**config.mk**
```make
export PLATFORM = sky130hd
export DESIGN_NAME = sevenseg_scan_driver_flat
export DESIGN_NICKNAME = d
export VERILOG_FILES = /design/src/rtl/sevenseg_scan_driver_if.sv /design/src/rtl/sevenseg_scan_driver.sv /design/src/flat_wrapper.sv
export SDC_FILE = /design/constraint.sdc
export NUM_CORES = 1
export LEC_CHECK = 0
export ABC_AREA = 1
export CAP_MARGIN = 25
export CORE_MARGIN = 2
export CORE_UTILIZATION = 41
export CTS_CLUSTER_DIAMETER = 30
export DETAILED_ROUTE_END_ITERATION = 8
export DONT_BUFFER_PORTS = 1
export PLACE_DENSITY = 0.64
export SLEW_MARGIN = 5
export SYNTH_ARGS = -nofsm -noshare
export SYNTH_HDL_FRONTEND = slang
export SYNTH_SLANG_ARGS = --single-unit
```
**constraint.sdc**
```tcl
create_clock -name clk -period 2.15 [get_ports clk]
set_input_delay 0.43 -clock clk [delete_from_list [all_inputs] [get_ports clk]]
set_output_delay 0.43 -clock clk [all_outputs]
set_load 0.02 [all_outputs]
```
**src/rtl/sevenseg_scan_driver_if.sv**
```systemverilog
// -----------------------------------------------------------------------------
// sevenseg_scan_driver_if
//   Bundles the display driver's data inputs and its board-pin outputs.
//   Parameter DIGITS must match the driver instance it is connected to.
//
//   data      4*DIGITS  hex nibbles, digit k = data[4k+3:4k] (digit 0 rightmost)
//   dp_in     DIGITS    decimal point request per digit
//   lz_en     1         blank leading zero digits
//   en        1         0: all anodes inactive (scan keeps running)
//   segments  7         {g,f,e,d,c,b,a} at the pin polarity
//   dp        1         decimal point at the pin polarity
//   anodes    DIGITS    one-hot digit select at the pin polarity
//
//   master: the datapath side (drives data, reads pins)
//   slave : the driver itself
// -----------------------------------------------------------------------------
interface sevenseg_scan_driver_if #(
    parameter int DIGITS = 4
);
    logic [4*DIGITS-1:0] data;
    logic [DIGITS-1:0]   dp_in;
    logic                lz_en;
    logic                en;
    logic [6:0]          segments;
    logic                dp;
    logic [DIGITS-1:0]   anodes;

    modport master (
        output data, dp_in, lz_en, en,
        input  segments, dp, anodes
    );

    modport slave (
        input  data, dp_in, lz_en, en,
        output segments, dp, anodes
    );
endinterface

```
**src/rtl/sevenseg_scan_driver.sv**
```systemverilog
// -----------------------------------------------------------------------------
// sevenseg_scan_driver
//   Time-multiplexed N-digit seven-segment driver: hex decode, scanned common
//   anodes, per-digit decimal point, leading-zero blanking and a snapshot of
//   data/dp_in taken once per frame so a frame never shows mixed values.
//
//   Parameters
//     DIGITS          1..8, number of digits (digit 0 = rightmost)
//     CLK_DIV         >=2, clocks each digit stays lit
//     SEG_ACTIVE_LOW  1: segments/dp low = lit
//     AN_ACTIVE_LOW   1: anode low = selected
//   Ports
//     clk   system clock, rising edge
//     rst   asynchronous reset, active-high
//     bus   sevenseg_scan_driver_if.slave (data, dp_in, lz_en, en in;
//           segments, dp, anodes out - all outputs registered)
// -----------------------------------------------------------------------------
module sevenseg_scan_driver #(
    parameter int DIGITS         = 4,
    parameter int CLK_DIV        = 1000,
    parameter bit SEG_ACTIVE_LOW = 1'b1,
    parameter bit AN_ACTIVE_LOW  = 1'b1
) (
    input  logic                   clk,
    input  logic                   rst,
    sevenseg_scan_driver_if.slave  bus
);

    localparam int CNT_W = $clog2(CLK_DIV);
    localparam int IDX_W = (DIGITS > 1) ? $clog2(DIGITS) : 1;

    localparam logic [CNT_W-1:0]  CNT_LAST = CNT_W'(CLK_DIV - 1);
    localparam logic [IDX_W-1:0]  IDX_LAST = IDX_W'(DIGITS - 1);
    localparam logic [6:0]        SEG_OFF  = {7{SEG_ACTIVE_LOW}};
    localparam logic              DP_OFF   = SEG_ACTIVE_LOW;
    localparam logic [DIGITS-1:0] AN_OFF   = {DIGITS{AN_ACTIVE_LOW}};

    // Active-high segment code {g,f,e,d,c,b,a}.
    function automatic logic [6:0] hex_to_seg(input logic [3:0] nib);
        case (nib)
            4'h0: hex_to_seg = 7'h3F;
            4'h1: hex_to_seg = 7'h06;
            4'h2: hex_to_seg = 7'h5B;
            4'h3: hex_to_seg = 7'h4F;
            4'h4: hex_to_seg = 7'h66;
            4'h5: hex_to_seg = 7'h6D;
            4'h6: hex_to_seg = 7'h7D;
            4'h7: hex_to_seg = 7'h07;
            4'h8: hex_to_seg = 7'h7F;
            4'h9: hex_to_seg = 7'h6F;
            4'hA: hex_to_seg = 7'h77;
            4'hB: hex_to_seg = 7'h7C;
            4'hC: hex_to_seg = 7'h39;
            4'hD: hex_to_seg = 7'h5E;
            4'hE: hex_to_seg = 7'h79;
            4'hF: hex_to_seg = 7'h71;
        endcase
    endfunction

    // ---------------------------------------------------------------- state
    logic [CNT_W-1:0]    cnt_reg, cnt_next;
    logic [IDX_W-1:0]    idx_reg, idx_next;
    logic [4*DIGITS-1:0] snap_data_reg;
    logic [DIGITS-1:0]   snap_dp_reg;
    logic [6:0]          seg_reg, seg_next;
    logic                dp_reg, dp_next;
    logic [DIGITS-1:0]   an_reg, an_next;

    // ------------------------------------------------------------ prescaler
    always_comb begin
        cnt_next = cnt_reg + CNT_W'(1);
        idx_next = idx_reg;
        if (cnt_reg == CNT_LAST) begin
            cnt_next = '0;
            idx_next = (idx_reg == IDX_LAST) ? '0 : idx_reg + IDX_W'(1);
        end
    end

    // ------------------------------------------------------------- snapshot
    // The snapshot loads on the first clock of digit 0. That same edge also
    // registers digit 0's outputs, so the freshly presented inputs are
    // forwarded past the snapshot register; otherwise digit 0 would show the
    // previous frame's value for one clock.
    logic                snap_load;
    logic [4*DIGITS-1:0] data_eff;
    logic [DIGITS-1:0]   dp_eff;

    assign snap_load = (cnt_reg == '0) && (idx_reg == '0);
    assign data_eff  = snap_load ? bus.data  : snap_data_reg;
    assign dp_eff    = snap_load ? bus.dp_in : snap_dp_reg;

    // ------------------------------------------------------ per-digit views
    logic [3:0]        nib        [DIGITS];
    logic [DIGITS-1:0] upper_zero;  // this nibble and every higher one are 0
    logic [DIGITS-1:0] onehot;

    genvar gi;
    generate
        for (gi = 0; gi < DIGITS; gi++) begin : g_digit
            assign nib[gi]        = data_eff[4*gi +: 4];
            assign upper_zero[gi] = (data_eff[4*DIGITS-1 : 4*gi] == '0);
            assign onehot[gi]     = (idx_reg == IDX_W'(gi));
        end
    endgenerate

    // --------------------------------------------------------------- decode
    logic       cur_blank;
    logic [6:0] seg_lit;

    always_comb begin
        // Digit 0 is never blanked so a zero value still shows "0".
        cur_blank = bus.lz_en && (idx_reg != '0) && upper_zero[idx_reg];
        seg_lit   = cur_blank ? 7'h00 : hex_to_seg(nib[idx_reg]);

        seg_next  = SEG_ACTIVE_LOW ? ~seg_lit : seg_lit;
        // Blanking hides segments only; the decimal point still follows dp_in.
        dp_next   = SEG_ACTIVE_LOW ? ~dp_eff[idx_reg] : dp_eff[idx_reg];
        an_next   = AN_OFF;
        if (bus.en) begin
            an_next = AN_ACTIVE_LOW ? ~onehot : onehot;
        end
    end

    // ------------------------------------------------------------ registers
    always_ff @(posedge clk or posedge rst) begin
        if (rst) begin
            cnt_reg       <= '0;
            idx_reg       <= '0;
            snap_data_reg <= '0;
            snap_dp_reg   <= '0;
            seg_reg       <= SEG_OFF;
            dp_reg        <= DP_OFF;
            an_reg        <= AN_OFF;
        end else begin
            cnt_reg <= cnt_next;
            idx_reg <= idx_next;
            if (snap_load) begin
                snap_data_reg <= bus.data;
                snap_dp_reg   <= bus.dp_in;
            end
            seg_reg <= seg_next;
            dp_reg  <= dp_next;
            an_reg  <= an_next;
        end
    end

    assign bus.segments = seg_reg;
    assign bus.dp       = dp_reg;
    assign bus.anodes   = an_reg;

endmodule

```
**src/flat_wrapper.sv**
```systemverilog
// flat-port wrapper written by rule: the top's interface ports become plain ports
module sevenseg_scan_driver_flat 
#(
    parameter int DIGITS         = 4,
    parameter int CLK_DIV        = 1000,
    parameter bit SEG_ACTIVE_LOW = 1'b1,
    parameter bit AN_ACTIVE_LOW  = 1'b1
)
  (clk, rst, bus_data, bus_dp_in, bus_lz_en, bus_en, bus_segments, bus_dp, bus_anodes);
  sevenseg_scan_driver_if #(.DIGITS(DIGITS)) bus_i ();
  input  logic clk;
  input  logic rst;
  input wire logic [$bits(bus_i.data)-1:0] bus_data;
  input wire logic [$bits(bus_i.dp_in)-1:0] bus_dp_in;
  input wire logic [$bits(bus_i.lz_en)-1:0] bus_lz_en;
  input wire logic [$bits(bus_i.en)-1:0] bus_en;
  output wire logic [$bits(bus_i.segments)-1:0] bus_segments;
  output wire logic [$bits(bus_i.dp)-1:0] bus_dp;
  output wire logic [$bits(bus_i.anodes)-1:0] bus_anodes;
  assign bus_i.data = bus_data;
  assign bus_i.dp_in = bus_dp_in;
  assign bus_i.lz_en = bus_lz_en;
  assign bus_i.en = bus_en;
  assign bus_segments = bus_i.segments;
  assign bus_dp = bus_i.dp;
  assign bus_anodes = bus_i.anodes;
  sevenseg_scan_driver #(.DIGITS(DIGITS), .CLK_DIV(CLK_DIV), .SEG_ACTIVE_LOW(SEG_ACTIVE_LOW), .AN_ACTIVE_LOW(AN_ACTIVE_LOW)) u_core (.clk(clk), .rst(rst), .bus(bus_i));
endmodule
```
==> results.sh, run 1 <==
export IMPL_status="finished, violations left"
export IMPL_violations="setup timing"
export IMPL_grt_pass1_vias=2095
export IMPL_core_um2=5991
export IMPL_worstSetupPathType="register to register"
export IMPL_first_pass_iters=4
export IMPL_finalHoldViolCount=0
export IMPL_worstPathRequired_ns=2.38
export IMPL_vias=2119
export IMPL_drive_above_1_share_pct=34.27
export IMPL_yosys_warnings=0
export IMPL_row_count=28
export IMPL_cts_buffers=5
export IMPL_wl_mm=5.753
export IMPL_wire_per_inst_um=13.35
export IMPL_crit_fanout=8
export IMPL_path_clk_slew_ns=0.08
export IMPL_track_usage_pct=18.05
export IMPL_syn_inst=314
export IMPL_crit_chain="inv_2 > ha_4 > inv_2 > nor2_4 > nand3_4 > nor2_8 > inv_4 > nand2_2 > nand2_2 > nand2_2 > nand2_2 > nor2_4 > inv_2 > ha_2 > nand3_1 > nand2_1 > nand2_1 > nand3_1"
export IMPL_n_antenna_cell=0
export IMPL_io_pins=36
export IMPL_vdd_drop_max_mv=0.3122
export IMPL_nFillCells=532
export IMPL_regArea_um2=1116
export IMPL_drv_slew=0
export IMPL_crit_top_cell="nand2_2"
export IMPL_synth_nets=350
export IMPL_area_growth_pct=23.89
export IMPL_multi_input_area_um2=1371
export IMPL_synth_ff_type="dfrtp_1"
export IMPL_clk_path_buf_depth=2
export IMPL_fin_cells=431
export IMPL_clk_latency_ns=0.30
export IMPL_dieWidth_um=83.04
export IMPL_grt_pass1_wl_mm=9.956
export IMPL_drc_errors=0
export IMPL_cap_viol_max_count=0
export IMPL_largest_register_ff_count=16
export IMPL_hpwl_mm=4.201
export IMPL_fmax_mhz=459.0
export IMPL_ys_seq_area_share_pct=43.58
export IMPL_setup_violations=3
export IMPL_start_util_pct=42.75
export IMPL_tritoncts="yes"
export IMPL_cp_end_kind="register"
export IMPL_worst_slack_ns=-0.02852
export IMPL_gp_congestion=0.8754
export IMPL_die_area_um2=6895
export IMPL_grt_max_degree=45
export IMPL_slowest_stage="dfrtp_1"
export IMPL_async_reset_ff_share_pct=100.0
export IMPL_io_buffer_count=0
export IMPL_root_buffer="clkbuf_8"
export IMPL_antenna_found_initial=0
export IMPL_worstMarginPinSlew_ns=0.5921
export IMPL_finalCriticalPeriod_ns=2.179
export IMPL_place_inst=412
export IMPL_rsz0062_at_grt="true"
export IMPL_worst_ep_arrival_time_ns=2.41
export IMPL_fin_worst_skew_ns=0.006516
export IMPL_finalInstanceArea_um2=3173
export IMPL_place_area_um2=2835
export IMPL_hold_path_class="primary input to asynchronous set/reset pin"
export IMPL_max_slew_margin_pct=60.22
export IMPL_chipHeight_um=83.04
export IMPL_ys_seq_elements=44
export IMPL_synth_area_per_cell_um2=8.157
export IMPL_cp_start_kind="register"
export IMPL_synth_edf_count=0
export IMPL_syn_area_um2=2561
export IMPL_max_stage_delay_ns=0.40
export IMPL_p_leak_nw=1.603
export IMPL_overflow=0
export IMPL_finalNetCount=391
export IMPL_yosysUniqueCellTypes=35
export IMPL_drt_iter0_drc=135
export IMPL_fin_crit_sh_pct=101.3
export IMPL_power_density_nw_per_um2=532.0
export IMPL_place_ws_ns=-0.1999
export IMPL_vias_per_cell=4.916
export IMPL_total_power_mw=1.688
export IMPL_drtAntennaViolNets=0
export IMPL_htree_num_levels=2
export IMPL_cts_sinks=44
## power by group
| group | internal, mW | total [mW] | switching [mW] |
|---|---|---|---|
| Sequential | 0.870 | 0.897 | 0.0271 |
| Clock | 0.345 | 0.639 | 0.294 |
| Combinational | 0.0588 | 0.152 | 0.0928 |
## layout by cell type, fill, tap and decap left out, types with 5 or more instances in the layout
| master | n |
|---|---|
| buf_4 | 33 |
| clkbuf_8 | 5 |
| dfrtp_1 | 32 |
| dfstp_2 | 12 |
| ha_1 | 6 |
| ha_4 | 5 |
| inv_1 | 36 |
| inv_2 | 6 |
| nand2_1 | 78 |
| nand2_2 | 19 |
| nand3_1 | 30 |
| nand3_2 | 6 |
| nor2_1 | 19 |
| nor2_2 | 6 |
| nor3_1 | 6 |
| o21ai_1 | 6 |
## area by class of cell
class                      instances  area share [%]
clock buffer                       6           2.287
inverter                          48           6.033
timing repair buffer              37           9.227
sequential                        44           35.17
tap                               75           2.957
multi-input combinational        219           43.22
clock inverter                     2           1.104
## worst max-delay path: cells and delay by family, from the launching register on
family	cells	cell delay, ns
DFF	1	0.40
buffers and inverters	4	0.27
and+or+nand+nor	12	1.12
adders and majority gates	2	0.33
## metrics by stage
| stage | utilization (%) | TNS, ns | hold WS [ns] |
|---|---|---|---|
| final | 52.97 | -0.04632 | 0.1455 |
| after global routing | 52.97 | -1.005 | 0.1448 |
| after CTS | 51.98 | -0.05075 | 0.1443 |
| after detailed placement | 47.33 | -1.103 | 0.4624 |
| after global placement | 47.33 | -0.3302 | 0.4521 |
| after floorplan | - | 0 | 0.4367 |
## final timing paths
check,depth (start not counted),slack (ns),start,to
worst max-delay path,18,-0.03,u_core.cnt_reg[1],u_core.bus.segments[3]
worst min-delay path,2,0.15,rst,u_core.cnt_reg[1]
worst max register to register,18,-0.03,u_core.cnt_reg[1],u_core.bus.segments[3]
worst min register to register,2,0.48,u_core.snap_dp_reg[2],u_core.snap_dp_reg[2]
max in group asynchronous,2,1.62,rst,u_core.bus.segments[0]
min in group clk,1,0.15,bus_en,u_core.bus.anodes[3]
## cell usage after synthesis, types with 2 or more instances
| library cell | n | area, µm² |
|---|---|---|
| nand2_1 | 90 | 337.8 |
| inv_1 | 42 | 157.7 |
| nand3_1 | 34 | 170.2 |
| dfrtp_1 | 32 | 800.8 |
| nor2_1 | 21 | 78.83 |
| dfstp_2 | 12 | 315.3 |
| ha_1 | 12 | 150.1 |
| nand2_2 | 9 | 56.30 |
| nor2_2 | 6 | 37.54 |
| nor3_1 | 6 | 30.03 |
| o21ai_0 | 5 | 25.02 |
| a21oi_1 | 4 | 20.02 |
| inv_2 | 4 | 15.01 |
| nand3_4 | 4 | 70.07 |
| nand4_1 | 4 | 25.02 |
| o21ai_1 | 4 | 20.02 |
| o21ai_2 | 3 | 26.28 |
| nand3_2 | 2 | 20.02 |
| nand3b_1 | 2 | 15.01 |
| nor2_4 | 2 | 22.52 |
| o211ai_1 | 2 | 15.01 |
## logic make-up after synthesis
kind of cell    Yosys count  share of synthesized area, %
flops                    44                         43.58
xor+xnor                  1                        0.3420
simple gates            184                         35.95
fa+ha+maj                12                         5.862
compound gates           22                         5.911
buf+inv                  51                         8.353
## timing repair
item / CTS / global route
pin swaps: 7 / 8
endpoints found under the setup margin: 7 / 7
hold buffers: 0 / 0
endpoints found under the hold margin: 0 / 0
setup buffers: 9 / 4
resized for setup: 34 / 9
## per-layer routing
metal	up-vias	wire (µm)	share of wire, %	global-route usage [%]
met5	-	0	0	0
met4	0	130	2.3	7.601
met3	12	298	5.2	4.374
met2	52	2712	47	29.03
met1	986	2612	45	23.23
li1	1069	-	-	-
Power figures use the tool's default switching activity.
==> run 2, diff against run 1 <==
- CORE_MARGIN: 2 -> 8
==> run 2 against run 1 <==
The run still ends with setup timing left. Core utilization increased by 1.7 points. Combinational power up 5%. Worst hold slack better by 0.0033 ns. Flip-flop and latch count unchanged. Die area grew 31%. Cell area grew 3.3%. Fmax is 2.9% lower. Via count grew 0.94%. Critical path depth unchanged.
==> results.sh, run 2 (same netlist as run 1, synthesis figures left out) <==
export IMPL_worst_slack_ns=-0.09363
export IMPL_violations="setup timing"
export IMPL_combPwrFrac_pct=10.1
export IMPL_vias_per_cell=4.895
export IMPL_clock_power_share_pct=33.3
export IMPL_mostFrequentLayoutCells="81 x nand2_1, 39 x buf_4, 37 x inv_1, 32 x dfrtp_1, 27 x nand3_1"
export IMPL_overflow=0
export IMPL_gp_congestion=0.8457
export IMPL_place_area_um2=2835
export IMPL_hold_path_class="primary input to asynchronous set/reset pin"
export IMPL_topRoutingLayerUsed="met4"
export IMPL_cap_viol_max_count=0
export IMPL_swShare_pct=24.80
export IMPL_fmax_mhz=445.7
export IMPL_path_clk_slew_ns=0.08
export IMPL_drive_above_1_share_pct=36.19
export IMPL_track_usage_pct=13.66
export IMPL_p_switching_mw=0.3933
export IMPL_start_util_pct=42.75
export IMPL_root_buffer="clkbuf_8"
export IMPL_fin_util_pct=54.70
export IMPL_worstSetupPathType="register to register"
export IMPL_crit_chain="inv_2 > ha_2 > inv_2 > nor2_4 > nand3_4 > nor2_8 > inv_4 > nand2_2 > nand2_2 > nand2_2 > nand2_2 > nor2_4 > inv_4 > ha_4 > nand2_4 > nand2_2 > nand2_2 > nand3_1"
export IMPL_vias=2139
export IMPL_p_seq_share_pct=56.6
export IMPL_vdd_drop_max_mv=0.3388
export IMPL_hold_ws_ns=0.1488
export IMPL_io_buffer_count=0
export IMPL_clk_path_buf_depth=2
export IMPL_antenna_found_initial=0
export IMPL_setup_violations=7
export IMPL_first_pass_iters=4
export IMPL_area_growth_pct=27.94
export IMPL_htree_num_levels=2
export IMPL_power_density_nw_per_um2=484.1
export IMPL_p_int_mw=1.193
export IMPL_core_um2=5991
export IMPL_finalNetCount=397
export IMPL_worstMarginPinSlew_ns=0.5660
export IMPL_p_leak_nw=1.650
export IMPL_hpwl_mm=4.415
export IMPL_row_count=28
export IMPL_finalHoldViolCount=0
export IMPL_cts_buffers=5
export IMPL_wl_mm=6.132
export IMPL_worst_path_buf_inv=4
export IMPL_critPathTopFamily="simple AND/OR/NAND/NOR gates"
export IMPL_cts_sinks=44
export IMPL_grt_pass1_vias=2013
export IMPL_fin_cells=437
export IMPL_fin_tns_setup_ns=-0.4844
export IMPL_m1WireLength_mm=2.753
export IMPL_crit_fanout=6
export IMPL_grt_max_degree=45
export IMPL_place_inst=412
export IMPL_drv_slew=0
export IMPL_fin_worst_skew_ns=0.005853
export IMPL_wl_met3_um=337
export IMPL_chipHeight_um=95.04
export IMPL_final_common_cell="nand2_1"
export IMPL_drt_iter0_drc=119
export IMPL_status="finished, violations left"
export IMPL_max_slew_margin_pct=61.98
export IMPL_die_area_um2=9032
export IMPL_max_stage_delay_ns=0.39
export IMPL_rsz0062_at_grt="true"
export IMPL_io_pins=36
export IMPL_route_met2_wl_mm=2.942
export IMPL_crit_top_cell="nand2_2"
export IMPL_drtAntennaViolNets=0
export IMPL_cp_start_kind="register"
export IMPL_cp_end_kind="register"
export IMPL_grt_pass1_wl_mm=9.701
export IMPL_wire_per_inst_um=14.03
export IMPL_slowest_stage="dfrtp_1"
export IMPL_largest_register_ff_count=16
export IMPL_clk_latency_ns=0.29
export IMPL_worst_ep_arrival_time_ns=2.46
export IMPL_tritoncts="yes"
export IMPL_fin_crit_sh_pct=104.4
export IMPL_worstPathRequired_ns=2.37
export IMPL_r2r_setup_slack_ns=-0.09
export IMPL_finalCriticalPeriod_ns=2.244
export IMPL_finalInstanceArea_um2=3277
export IMPL_drc_errors=0
export IMPL_n_antenna_cell=0
export IMPL_dieWidth_um=95.04
==> run 2: cell types whose count changed in the layout (fill, tap and decap cells not counted), moves of 3 or more <==
| cell | change |
|---|---|
| buf_4 | +6 |
| nand2_2 | -5 |
| buf_6 | -4 |
| nand2_1 | +3 |
| nand3_1 | -3 |
| nand3_2 | +3 |
==> run 2: routing by layer <==
metal,GRT usage [%],vias to the layer above
met5,0,-
met4,3.901,0
met3,3.459,7
met2,22.94,46
met1,16.94,1002
li1,-,1084
==> run 2: timing repair <==
action                     CTS  global route
gates cloned                 1             1
hold buffers                 0             0
gates resized for setup     28            22
setup endpoints to repair    7             7
buffers inserted             5            10
pin swaps                   15            13
==> run 2: area by class of cell <==
cell class	instances	area, µm²
inverter	48	193.9
timing repair buffer	42	352.8
tap	75	93.84
clock buffer	8	90.09
fill	507	2714
sequential	44	1116
multi-input combinational	220	1430
==> run 2: final timing paths <==
kind,depth (start not counted),end,from
max,18,u_core.bus.segments[3],u_core.cnt_reg[0]
max in group asynchronous,2,u_core.bus.segments[1],rst
min reg2reg,2,u_core.snap_dp_reg[1],u_core.snap_dp_reg[1]
max reg2reg,18,u_core.bus.segments[3],u_core.cnt_reg[0]
min,2,u_core.snap_data_reg[1],rst
min in group clk,1,u_core.bus.anodes[3],bus_en
==> run 2: per-stage QoR <==
| stage | worst slack (ns) | power [mW] |
|---|---|---|
| 2_1_floorplan | 0.01526 | 1.003 |
| 3_3_place_gp | -0.05257 | 1.040 |
| 3_5_place_dp | -0.1636 | 1.043 |
| 4_1_cts | -0.04625 | 1.589 |
| 5_1_grt | -0.2471 | 1.668 |
| 6_report | -0.09363 | 1.586 |
==> run 2: power by group through the flow <==
stage / combinational (mW) / sequential, mW / clock [mW]
2_1_floorplan: 0.0943 / 0.909 / 0
3_3_place_gp: 0.126 / 0.914 / 0
3_5_place_dp: 0.128 / 0.915 / 0
4_1_cts: 0.145 / 0.899 / 0.544
5_1_grt: 0.182 / 0.902 / 0.584
6_report: 0.160 / 0.899 / 0.528
